File: src/rtl/async_fifo_sc_pkg.sv
// Shared constants and pointer helpers for async_fifo_sc.
// Gray helpers work on a fixed maximum width. Callers zero-extend their pointer
// on the way in and truncate the result on the way out.
package async_fifo_sc_pkg;

    // Flops in each pointer synchronizer chain.
    localparam int SYNC_STAGES = 2;

    // Widest pointer the Gray helpers accept.
    localparam int GRAY_MAX_W = 32;

    // Pointer width: address bits plus one wrap bit.
    function automatic int ptr_width(input int depth);
        return $clog2(depth) + 1;
    endfunction

    // Binary to reflected Gray code.
    function automatic logic [GRAY_MAX_W-1:0] bin2gray(input logic [GRAY_MAX_W-1:0] bin);
        return bin ^ (bin >> 1);
    endfunction

    // Reflected Gray code to binary; zero upper bits do not disturb the low bits.
    function automatic logic [GRAY_MAX_W-1:0] gray2bin(input logic [GRAY_MAX_W-1:0] gray);
        logic [GRAY_MAX_W-1:0] bin;
        bin[GRAY_MAX_W-1] = gray[GRAY_MAX_W-1];
        for (int i = GRAY_MAX_W - 2; i >= 0; i--) begin
            bin[i] = bin[i+1] ^ gray[i];
        end
        return bin;
    endfunction

endpackage

File: src/rtl/async_fifo_sc_ptr_sync.sv
// Pointer transfer path between the two FIFO sides.
// The binary pointer is Gray-coded into a register. It then passes through
// SYNC_STAGES flops and is decoded back to binary. The result appears
// SYNC_STAGES+1 edges after the source pointer changes, which matches the
// dual-clock part.
module async_fifo_sc_ptr_sync
    import async_fifo_sc_pkg::*;
#(
    parameter int W = 6
) (
    input  logic         clk,
    input  logic         rst,
    input  logic [W-1:0] i_bin,
    output logic [W-1:0] o_bin
);

    logic [W-1:0]                  w_gray;
    logic [W-1:0]                  r_gray;
    logic [SYNC_STAGES-1:0][W-1:0] r_sync;

    assign w_gray = W'(bin2gray(GRAY_MAX_W'(i_bin)));

    // Register the Gray-coded pointer so only one bit changes per step into the chain.
    always_ff @(posedge clk) begin
        if (rst) begin
            r_gray <= '0;
        end else begin
            r_gray <= w_gray;
        end
    end

    // Synchronizer chain; element 0 is the first stage.
    always_ff @(posedge clk) begin
        if (rst) begin
            r_sync <= '0;
        end else begin
            r_sync <= {r_sync[SYNC_STAGES-2:0], r_gray};
        end
    end

    assign o_bin = W'(gray2bin(GRAY_MAX_W'(r_sync[SYNC_STAGES-1])));

endmodule

File: src/rtl/async_fifo_sc.sv
// Single-clock FIFO. It keeps the asynchronous-FIFO port set and pointer
// scheme, and its read side is first-word-fall-through.
// Optional feature macro: ASYNC_FIFO_SC_PTR_SYNC_EN. When it is defined, each
// pointer crosses to the opposite side through a Gray-coded 2-flop
// synchronizer, so flag latency matches a dual-clock FIFO.
module async_fifo_sc
    import async_fifo_sc_pkg::*;
#(
    parameter int WIDTH = 8,
    parameter int DEPTH = 32
) (
    input  logic             clk,
    input  logic             rst,
    input  logic             in_shift,
    input  logic [WIDTH-1:0] in_data,
    output logic             in_full,
    output logic             in_nempty,
    input  logic             out_pop,
    output logic [WIDTH-1:0] out_data,
    output logic             out_nempty
);

    localparam int AW = $clog2(DEPTH);
    localparam int PW = ptr_width(DEPTH);
    localparam logic [PW-1:0] PTR_ONE = PW'(1);

    logic [WIDTH-1:0] r_mem [DEPTH];
    logic [PW-1:0]    r_wptr;
    logic [PW-1:0]    r_rptr;
    logic [PW-1:0]    w_wview;   // write pointer as seen by the read side
    logic [PW-1:0]    w_rview;   // read pointer as seen by the write side
    logic             w_wr;
    logic             w_rd;

`ifdef ASYNC_FIFO_SC_PTR_SYNC_EN
    async_fifo_sc_ptr_sync #(.W(PW)) u_wptr_sync (
        .clk   (clk),
        .rst   (rst),
        .i_bin (r_wptr),
        .o_bin (w_wview)
    );

    async_fifo_sc_ptr_sync #(.W(PW)) u_rptr_sync (
        .clk   (clk),
        .rst   (rst),
        .i_bin (r_rptr),
        .o_bin (w_rview)
    );
`else
    assign w_wview = r_wptr;
    assign w_rview = r_rptr;
`endif

    // Each side builds its flags from its own pointer and its view of the
    // other pointer. A stale view can only make a flag pessimistic.
    assign in_full    = (r_wptr == {~w_rview[AW], w_rview[AW-1:0]});
    assign in_nempty  = (r_wptr != w_rview);
    assign out_nempty = (w_wview != r_rptr);

    // Flags are evaluated before the edge, so a pop at full cannot admit a same-cycle shift.
    assign w_wr = in_shift && !in_full    && !rst;
    assign w_rd = out_pop  && out_nempty  && !rst;

    // Storage write. Contents are not reset; the pointers alone define validity.
    always_ff @(posedge clk) begin
        if (w_wr) begin
            r_mem[r_wptr[AW-1:0]] <= in_data;
        end
    end

    // Write pointer; it advances only on an accepted shift.
    always_ff @(posedge clk) begin
        if (rst) begin
            r_wptr <= '0;
        end else if (w_wr) begin
            r_wptr <= r_wptr + PTR_ONE;
        end else begin
            r_wptr <= r_wptr;
        end
    end

    // Read pointer; it advances only on an accepted pop.
    always_ff @(posedge clk) begin
        if (rst) begin
            r_rptr <= '0;
        end else if (w_rd) begin
            r_rptr <= r_rptr + PTR_ONE;
        end else begin
            r_rptr <= r_rptr;
        end
    end

    // The head word falls through combinationally from storage.
    assign out_data = r_mem[r_rptr[AW-1:0]];

endmodule

File: config.mk
export PLATFORM = sky130hd
export DESIGN_NAME = async_fifo_sc
export DESIGN_NICKNAME = d
export VERILOG_FILES = /design/src/rtl/async_fifo_sc_pkg.sv /design/src/rtl/async_fifo_sc_ptr_sync.sv /design/src/rtl/async_fifo_sc.sv
export SDC_FILE = /design/constraint.sdc
export NUM_CORES = 1
export LEC_CHECK = 0
export BUFFER_PORTS_ARGS = -buffer_cell sky130_fd_sc_hd__buf_2
export CAP_MARGIN = 20
export CORE_MARGIN = 4
export CORE_UTILIZATION = 45
export CTS_BUF_LIST = sky130_fd_sc_hd__clkbuf_8
export CTS_CLUSTER_SIZE = 10
export DETAILED_ROUTE_END_ITERATION = 10
export PLACE_DENSITY = 0.64
export SLEW_MARGIN = 10
export SYNTH_ARGS = -nofsm -noshare
export SYNTH_HDL_FRONTEND = slang
export SYNTH_SLANG_ARGS = --single-unit
File: constraint.sdc
create_clock -name clk -period 2.25 [get_ports clk]
set_input_delay 0.3375 -clock clk [delete_from_list [all_inputs] [get_ports clk]]
set_output_delay 0.3375 -clock clk [all_outputs]
set_load 0.01 [all_outputs]
======== Word level (Yosys, flattened, before mapping) ========
Memories as Yosys holds them, arrays and structs flattened. A register that Yosys moved wholly into a read port is not among the register bits.
Cells that the tools add are included.
storage, ports and cells
  register bits ........................... 12
  memory bits (writable) .................. 256
  memories kept ........................... 1
memories
  name   words  bits a word  rd ports  clocked after memory_dff  wr ports  line                 RTL
  r_mem  32     8            1         1                         1         async_fifo_sc.sv:27  logic [WIDTH-1:0] r_mem [DEPTH];
operators by class
  mux-type cells .......................... 4
  reduce and logical (&&, ||, !) cells .... 6
  bitwise logic cells ..................... 1
  equal/unequal tests ..................... 2
  $add $sub $neg .......................... 2
operator list
  cell                 count
  $add 6x1->6 const B  2
  $mux 5               2
  $eq 6x6->1           1
  $ne 6x6->1           1
  $logic_and 1x1->1    4
  $logic_not 1->1      2
  $mux 1               2
  $not 1->1            1

======== Longest topological paths before layout ========
Gate-level depths: netlist of run 1.
  depth after elaboration ................. 7
  mapped depth ............................ 7
  mapped depth without buffers ............ 5

======== Worst setup path before layout of run 1 ========
OpenSTA, ideal clock, no wires.
  path type ............................... register to output
  from .................................... register with a tool-made name
  to ...................................... output out_data[0]
  data required time ...................... 1913 ps
  path slack .............................. -101 ps
  path buffers ............................ 2
  data arrival time ....................... 2013 ps
  cell stages (with the launch flop) ...... 6
  path through ............................ dfxtp_1 -> clkbuf_1 -> buf_1 -> mux4_2 -> mux4_2 -> mux2_2
RTL lines
  element           line                 RTL
  end: declaration  async_fifo_sc.sv:19  output logic [WIDTH-1:0] out_data,

==> flow_metrics.py, run 1 <==
metrics = {
    "drt": {
        "finalWirelength_um": 22810,
        "via_per_inst": 5.553,
        "avgRoutedWirePerCell_um": 23.69,
        "drt_iter0_markers": 463,
        "final_antenna_net_count": 0,
        "firstDrtPassIters": 4,
        "drc_errors": 0,
        "vias": 5348,
    },
    "worst_setup_path": {
        "path_common_cell": "mux4_2",
        "cp_max_fo": 5,
        "cp_cell_sequence": "buf_12 -> clkbuf_16 -> mux4_2 -> mux4_2 -> mux2_4 -> buf_6",
        "cp.arrival_ps": 2720,
        "max_stage_delay_ps": 550,
        "worstSetupPathType": "reg -> out",
        "path_buf_inv": 3,
        "critPathLaunchType": "register",
        "path_delay_family": "multiplexers",
        "required_ps": 1910,
        "critPathCaptureType": "output port",
        "critPathSlowestCell": "mux4_2",
        "r2r_setup_slack_ps": 130,
    },
    "die": {
        "ios": 23,
        "core_sq_um": 23470,
        "rows": 56,
        "die_height_um": 162.3,
        "die_w_um": 162.3,
        "die-area_sq_um": 26340,
        "initial_utilization_pct": 45.64,
    },
    "grt": {
        "grt_overflow": 0,
        "grt_max_degree": 33,
        "grt_first_pass_wirelength_um": 34280,
        "grt_pass1_vias": 5550,
        "grt_usage_pct": 17.68,
        "antenna_found_initial": 0,
    },
    "sta": {
        "fin_crit_sh_pct": 136.1,
        "rsz0062_at_grt": "true",
        "maxSlewHeadroom_pct": 54.37,
        "finalSetupViolCount": 8,
        "hold_violations": 0,
        "tightest_slew_ps": 683.5,
        "drv_slew": 0,
        "clock_skew_ps": 23.30,
        "fmax_mhz": 326.6,
        "setup_ws_ps": -811.8,
        "whs_ps": 191.6,
        "layout_min_cycle_time_ps": 3062,
    },
    "cells_and_area": {
        "multi_input_area_sq_um": 2566,
        "final_area_sq_um": 12720,
        "nets": 630,
        "fillCellCount": 1765,
        "final_layout_size_suffix_gt1_share_pct": 38.66,
        "diodes": 0,
        "fin_cells": 963,
        "seq_area_sq_um": 8034,
        "area_growth_pct": 18.72,
    },
    "power": {
        "leakagePower_nw": 4.137,
        "powerDensity_nw_per_um2": 824.5,
        "ir_drop_mv": 0.4601,
    },
    "logic_synthesis": {
        "async_flop_share_pct": 0,
        "ys_ff_latch": 273,
        "synth_area_sq_um": 10710,
        "ys_types": 32,
        "yosysSeqAreaShare_pct": 74.94,
        "synthCells": 498,
        "syn_avg_cell_area_sq_um": 21.51,
        "ys_warn_count": 0,
        "synth-edff-count": 256,
        "synth_top_flop_cell": "edfxtp_1",
        "synth_fp_nets": 515,
        "ys_top_cells_by_area": "edfxtp_1 72%, mux4_2 17%, dfxtp_1 3.2%, nor2_1 1.6%, mux2_2 1.3%",
        "netlist.area_leader.share_pct": 71.76,
        "yosysTopAreaCell": "edfxtp_1",
    },
    "outcome": {
        "violations": "negative setup slack",
        "status": "finished, violations left",
    },
    "clock_tree": {
        "post_cts_hold_buffer_count": 0,
        "clkTransAtPathRegs_ps": 70,
        "cts_buffer_depth": 3,
        "clock_sinks": 273,
        "cts_buffers": 45,
        "htree_levels": 2,
        "clock_latency_ps": 540,
        "cts_tree": "yes",
        "clockRootBuffer": "clkbuf_8",
    },
    "job": {
        "cap_violations": 0,
    },
    "placement": {
        "place.gp.congestion": 0.7944,
        "placedCellCount": 871,
        "dp.final_hpwl_um": 14270,
        "portBuffers": 22,
        "place_area_sq_um": 11630,
    },
    "hold_path": {
        "hold_class": "in -> reg",
    },
}
metal layers:
layer | vias up | global-route usage (%) | part of all wire [%]
li1 | 2293 | - | -
met2 | 194 | 27.57 | 48
met3 | 36 | 4.238 | 6.9
met5 | - | 0 | 0
met4 | 0 | 4.921 | 2.0
met1 | 2825 | 25.35 | 43
layout make-up:
type                       instances  area share (%)
sequential                       273           63.17
tap                              319           3.138
multi-input combinational        196           20.18
clock buffer                      47           5.086
inverter                           3         0.08854
clock inverter                    31           1.112
timing repair buffer              94           7.231
power breakdown:
part	switching (mW)	leakage, nW	total, mW	internal [mW]
sequential	0.0341	2.44	5.62	5.59
clock	1.84	0.451	3.79	1.94
combinational	0.489	1.24	1.08	0.588
total	2.37	4.14	10.5	8.12
worst register-to-register path: stages, from the launching register on:
cell	delay, ps
dfxtp_1	450
xor2_1	210
nor3_2	70
a21boi_0	180
buf_4	220
nand3b_1	120
buf_4	170
nor2_1	210
buf_4	210
stage by stage:
stage          utilization [%]  total power [mW]  worst slack, ps  TNS (ps)
2_1_floorplan                -             6.303            4.603         0
3_3_place_gp             49.54             6.634           -293.3     -2261
3_5_place_dp             49.54             6.651           -309.1     -2897
4_1_cts                  53.83             10.56           -835.1     -6607
5_1_grt                  54.18             10.93           -872.1     -6789
6_report                 54.18             10.49           -811.8     -6226
kinds of logic (layout without fill, tap and decap cells):
family          after synthesis  count (layout)  synth area share [%]
flops                       273             273                 74.94
mux                          94              94                 18.27
simple gates                 78              78                 3.469
buf+inv                      29             175                 1.366
xor+xnor                     10              10                0.8175
compound gates                9               9                0.5606
fa+ha+maj                     5               5                0.5840
what timing repair did:
| item | CTS | global route |
|---|---|---|
| setup buffers | 8 | 2 |
| cloned | 2 | 2 |
| resized for setup | 13 | 7 |
| endpoints found under the setup margin | 19 | 130 |
| pin swaps | 1 | 2 |
cell usage in the layout (no fill, tap or decap), drive strengths merged:
cell type / synthesis / routed
edfxtp: 256 / 256
buf: 18 / 92
mux4: 80 / 80
clkbuf: 8 / 49
nor2: 47 / 47
inv: 3 / 18
dfxtp: 17 / 17
clkinv: 0 / 15
mux2: 12 / 12
nand3b: 7 / 7
xor2: 5 / 5
xnor2: 5 / 5
nand4: 5 / 5
ha: 5 / 5
nor2b: 4 / 4
a21oi: 4 / 4
nand2: 3 / 3
nor3: 3 / 3
or3b: 2 / 2
a21boi: 2 / 2
nand3: 2 / 2
mux2i: 2 / 2
nor3b: 1 / 1
and2: 1 / 1
or3: 1 / 1
o2bb2ai: 1 / 1
nand2b: 1 / 1
a31o: 1 / 1
a21o: 1 / 1
and3: 1 / 1
clkinvlp: 0 / 1
synthesized netlist by cell type (3+ instances only):
library cell	number
nand4_1	5
xor2_1	5
dfxtp_1	17
mux4_2	80
nor3_1	3
mux2_2	12
nand2_1	3
edfxtp_1	256
clkbuf_1	8
buf_4	7
buf_2	3
xnor2_1	5
nor2_1	47
ha_1	5
inv_1	3
nand3b_1	7
nor2b_1	4
buf_1	7
a21oi_1	4
registers in the layout, indices dropped and copies added (netlist names), named ones only:
| register | count |
|---|---|
| r_mem | 256 |
| r_rptr | 6 |
| r_wptr | 6 |
path summary, 6_finish.rpt:
path / start / cells after the start / endpoint
setup / recovery: register / 6 / out_data[0]
hold / removal: rst / 2 / r_wptr[1]$_SDFFE_PP0P_
hold reg to reg: r_wptr[5]$_SDFFE_PP0P_ / 3 / r_wptr[5]$_SDFFE_PP0P_
setup reg to reg: r_wptr[1]$_SDFFE_PP0P_ / 8 / r_mem[13][6]$_DFFE_PP_
No activity file was read; power rests on OpenSTA's default activity.
==> inputs of run 2 (changes only) <==
--- a/config.mk
+++ b/config.mk
@@ -12,6 +12,7 @@
 export CTS_BUF_LIST = sky130_fd_sc_hd__clkbuf_8
 export CTS_CLUSTER_SIZE = 10
 export DETAILED_ROUTE_END_ITERATION = 10
+export MAX_ROUTING_LAYER = met4
 export PLACE_DENSITY = 0.64
 export SLEW_MARGIN = 10
 export SYNTH_ARGS = -nofsm -noshare
==> run 2 against run 1 <==
- the run still ends with negative setup slack left
- global-route usage increased by 0.54 points
- flip-flop and latch count is the same
- final area unchanged
- cell count stayed put
- first-iteration DRC count decreased by 3.5%
- maximum frequency hardly changed
- via count down 1.1%
- largest cell class unchanged
- clock skew is 4.0 ps lower
==> flow_metrics.py, run 2 (synthesis results as in run 1) <==
metrics = {
    "drt": {
        "final_antenna_net_count": 0,
        "drt_iter0_markers": 447,
        "firstDrtPassIters": 5,
        "avgRoutedWirePerCell_um": 23.62,
        "via_per_inst": 5.492,
        "vias": 5289,
        "finalWirelength_um": 22750,
        "drc_errors": 0,
    },
    "cells_and_area": {
        "multi_input_area_sq_um": 2566,
        "final_common_cell": "edfxtp_1",
        "final_cell_mix": "256 x edfxtp_1, 80 x mux4_2, 54 x buf_4",
        "area_growth_pct": 18.72,
        "final_area_sq_um": 12720,
        "nets": 630,
        "seq_area_sq_um": 8034,
        "final_layout_size_suffix_gt1_share_pct": 38.66,
        "diodes": 0,
        "largest_reg_flops": 256,
        "fillCellCount": 1765,
    },
    "worst_setup_path": {
        "r2r_setup_slack_ps": 110,
        "critPathCapture": "out_data[0]",
        "path_delay_family": "multiplexers",
        "ff2ff_path_depth": 8,
        "cp_cell_sequence": "buf_12 -> clkbuf_16 -> mux4_2 -> mux4_2 -> mux2_4 -> buf_6",
        "r2r_start": "r_wptr[1]$_SDFFE_PP0P_",
        "path_common_cell": "mux4_2",
        "path_buf_inv": 3,
        "path_depth": 6,
        "critPathSlowestCell": "mux4_2",
        "critPathLaunchType": "register",
        "worstSetupPathType": "reg -> out",
        "cp_max_fo": 5,
        "required_ps": 1910,
        "cp.arrival_ps": 2730,
        "max_stage_delay_ps": 550,
        "worstReg2RegEnd": "r_mem[13][6]$_DFFE_PP_",
        "critPathCaptureType": "output port",
    },
    "power": {
        "leakagePower_nw": 4.137,
        "power_mw": 10.49,
        "powerDensity_nw_per_um2": 824.9,
        "ir_drop_mv": 0.4597,
    },
    "grt": {
        "grt_pass1_vias": 5526,
        "grt_usage_pct": 18.22,
        "antenna_found_initial": 0,
        "grt_first_pass_wirelength_um": 34270,
        "grt_max_degree": 33,
        "grt_overflow": 0,
    },
    "placement": {
        "place.gp.congestion": 0.8057,
        "portBuffers": 22,
        "dp.final_hpwl_um": 14270,
        "place_area_sq_um": 11630,
    },
    "clock_tree": {
        "clock_latency_ps": 540,
        "clock_sinks": 273,
        "cts_tree": "yes",
        "post_cts_hold_buffer_count": 0,
        "clkTransAtPathRegs_ps": 70,
        "cts_buffers": 45,
        "htree_levels": 2,
        "clockRootBuffer": "clkbuf_8",
        "cts_buffer_depth": 3,
    },
    "sta": {
        "tightest_slew_ps": 672.4,
        "drv_slew": 0,
        "layout_min_cycle_time_ps": 3064,
        "fin_crit_sh_pct": 136.2,
        "setup_ws_ps": -814.3,
        "finalSetupViolCount": 8,
        "hold_violations": 0,
        "clock_skew_ps": 19.27,
        "rsz0062_at_grt": "true",
        "fmax_mhz": 326.3,
        "maxSlewHeadroom_pct": 55.11,
    },
    "die": {
        "die_w_um": 162.3,
        "die_height_um": 162.3,
        "ios": 23,
        "die-area_sq_um": 26340,
        "initial_utilization_pct": 45.64,
        "core_sq_um": 23470,
        "rows": 56,
    },
    "hold_path": {
        "hold_class": "in -> reg",
    },
    "job": {
        "cap_violations": 0,
    },
    "outcome": {
        "violations": "negative setup slack",
        "status": "finished, violations left",
    },
}
-- run 2: cell counts in the layout (fill, tap and decap cells not counted) --
Identical to the previous run, type by type.
-- run 2: metrics by stage --
step / hold slack [ps] / TNS (ps) / std cells / setup WS (ps) / utilization, %
after CTS: 169.7 / -6607 / 959 / -835.1 / 53.83
after global placement: 559.9 / -2261 / 871 / -293.3 / 49.54
after floorplan: 436.4 / 0 / 498 / 4.603 / -
after global routing: 189.6 / -6846 / 963 / -880.5 / 54.18
after detailed placement: 566.8 / -2897 / 871 / -309.1 / 49.54
final: 193.5 / -6237 / 963 / -814.3 / 54.18
-- run 2: cell type report --
cell class | instances | area share (%)
sequential | 273 | 63.17
multi-input combinational | 196 | 20.18
timing repair buffer | 94 | 7.231
clock buffer | 47 | 5.086
tap | 319 | 3.138
clock inverter | 31 | 1.112
inverter | 3 | 0.08854
-- run 2: metal layers --
| metal | vias up | global-route usage [%] | share of wire (%) |
|---|---|---|---|
| met5 | - | - | 0 |
| met4 | 0 | 4.844 | 1.9 |
| met3 | 35 | 4.339 | 6.7 |
| met2 | 168 | 27.59 | 48 |
| met1 | 2795 | 25.32 | 43 |
| li1 | 2291 | - | - |
-- run 2: repair_timing --
item                                    CTS  global route
gates cloned                              2             2
endpoints found under the setup margin   19           133
pin swaps                                 1             2
resized for setup                        13             7
setup buffers                             8             2
endpoints found under the hold margin     0             0
-- run 2: where the power goes --
part           internal [mW]  total, mW  switching (mW)
clock                   1.94       3.79            1.85
sequential              5.59       5.62          0.0341
combinational          0.588       1.08           0.488
-- run 2: worst reg2reg max path, stage by stage, from the launching register on --
cell,delay [ps]
dfxtp_1,450
xor2_1,210
nor3_2,70
a21boi_0,180
buf_4,220
nand3b_1,120
buf_4,170
nor2_1,210
buf_4,210
-- run 2: worst min path at each step --
stage	startpoint	to	slack (ps)	depth (start not counted)
floorplan	in_data[0]	r_mem[0][0]$_DFFE_PP_	440	0
global placement	r_wptr[5]$_SDFFE_PP0P_	r_wptr[5]$_SDFFE_PP0P_	560	3
detailed placement	r_wptr[5]$_SDFFE_PP0P_	r_wptr[5]$_SDFFE_PP0P_	570	3
CTS	rst	r_wptr[1]$_SDFFE_PP0P_	170	2
global route	rst	r_wptr[1]$_SDFFE_PP0P_	190	2
finish	rst	r_wptr[1]$_SDFFE_PP0P_	190	2
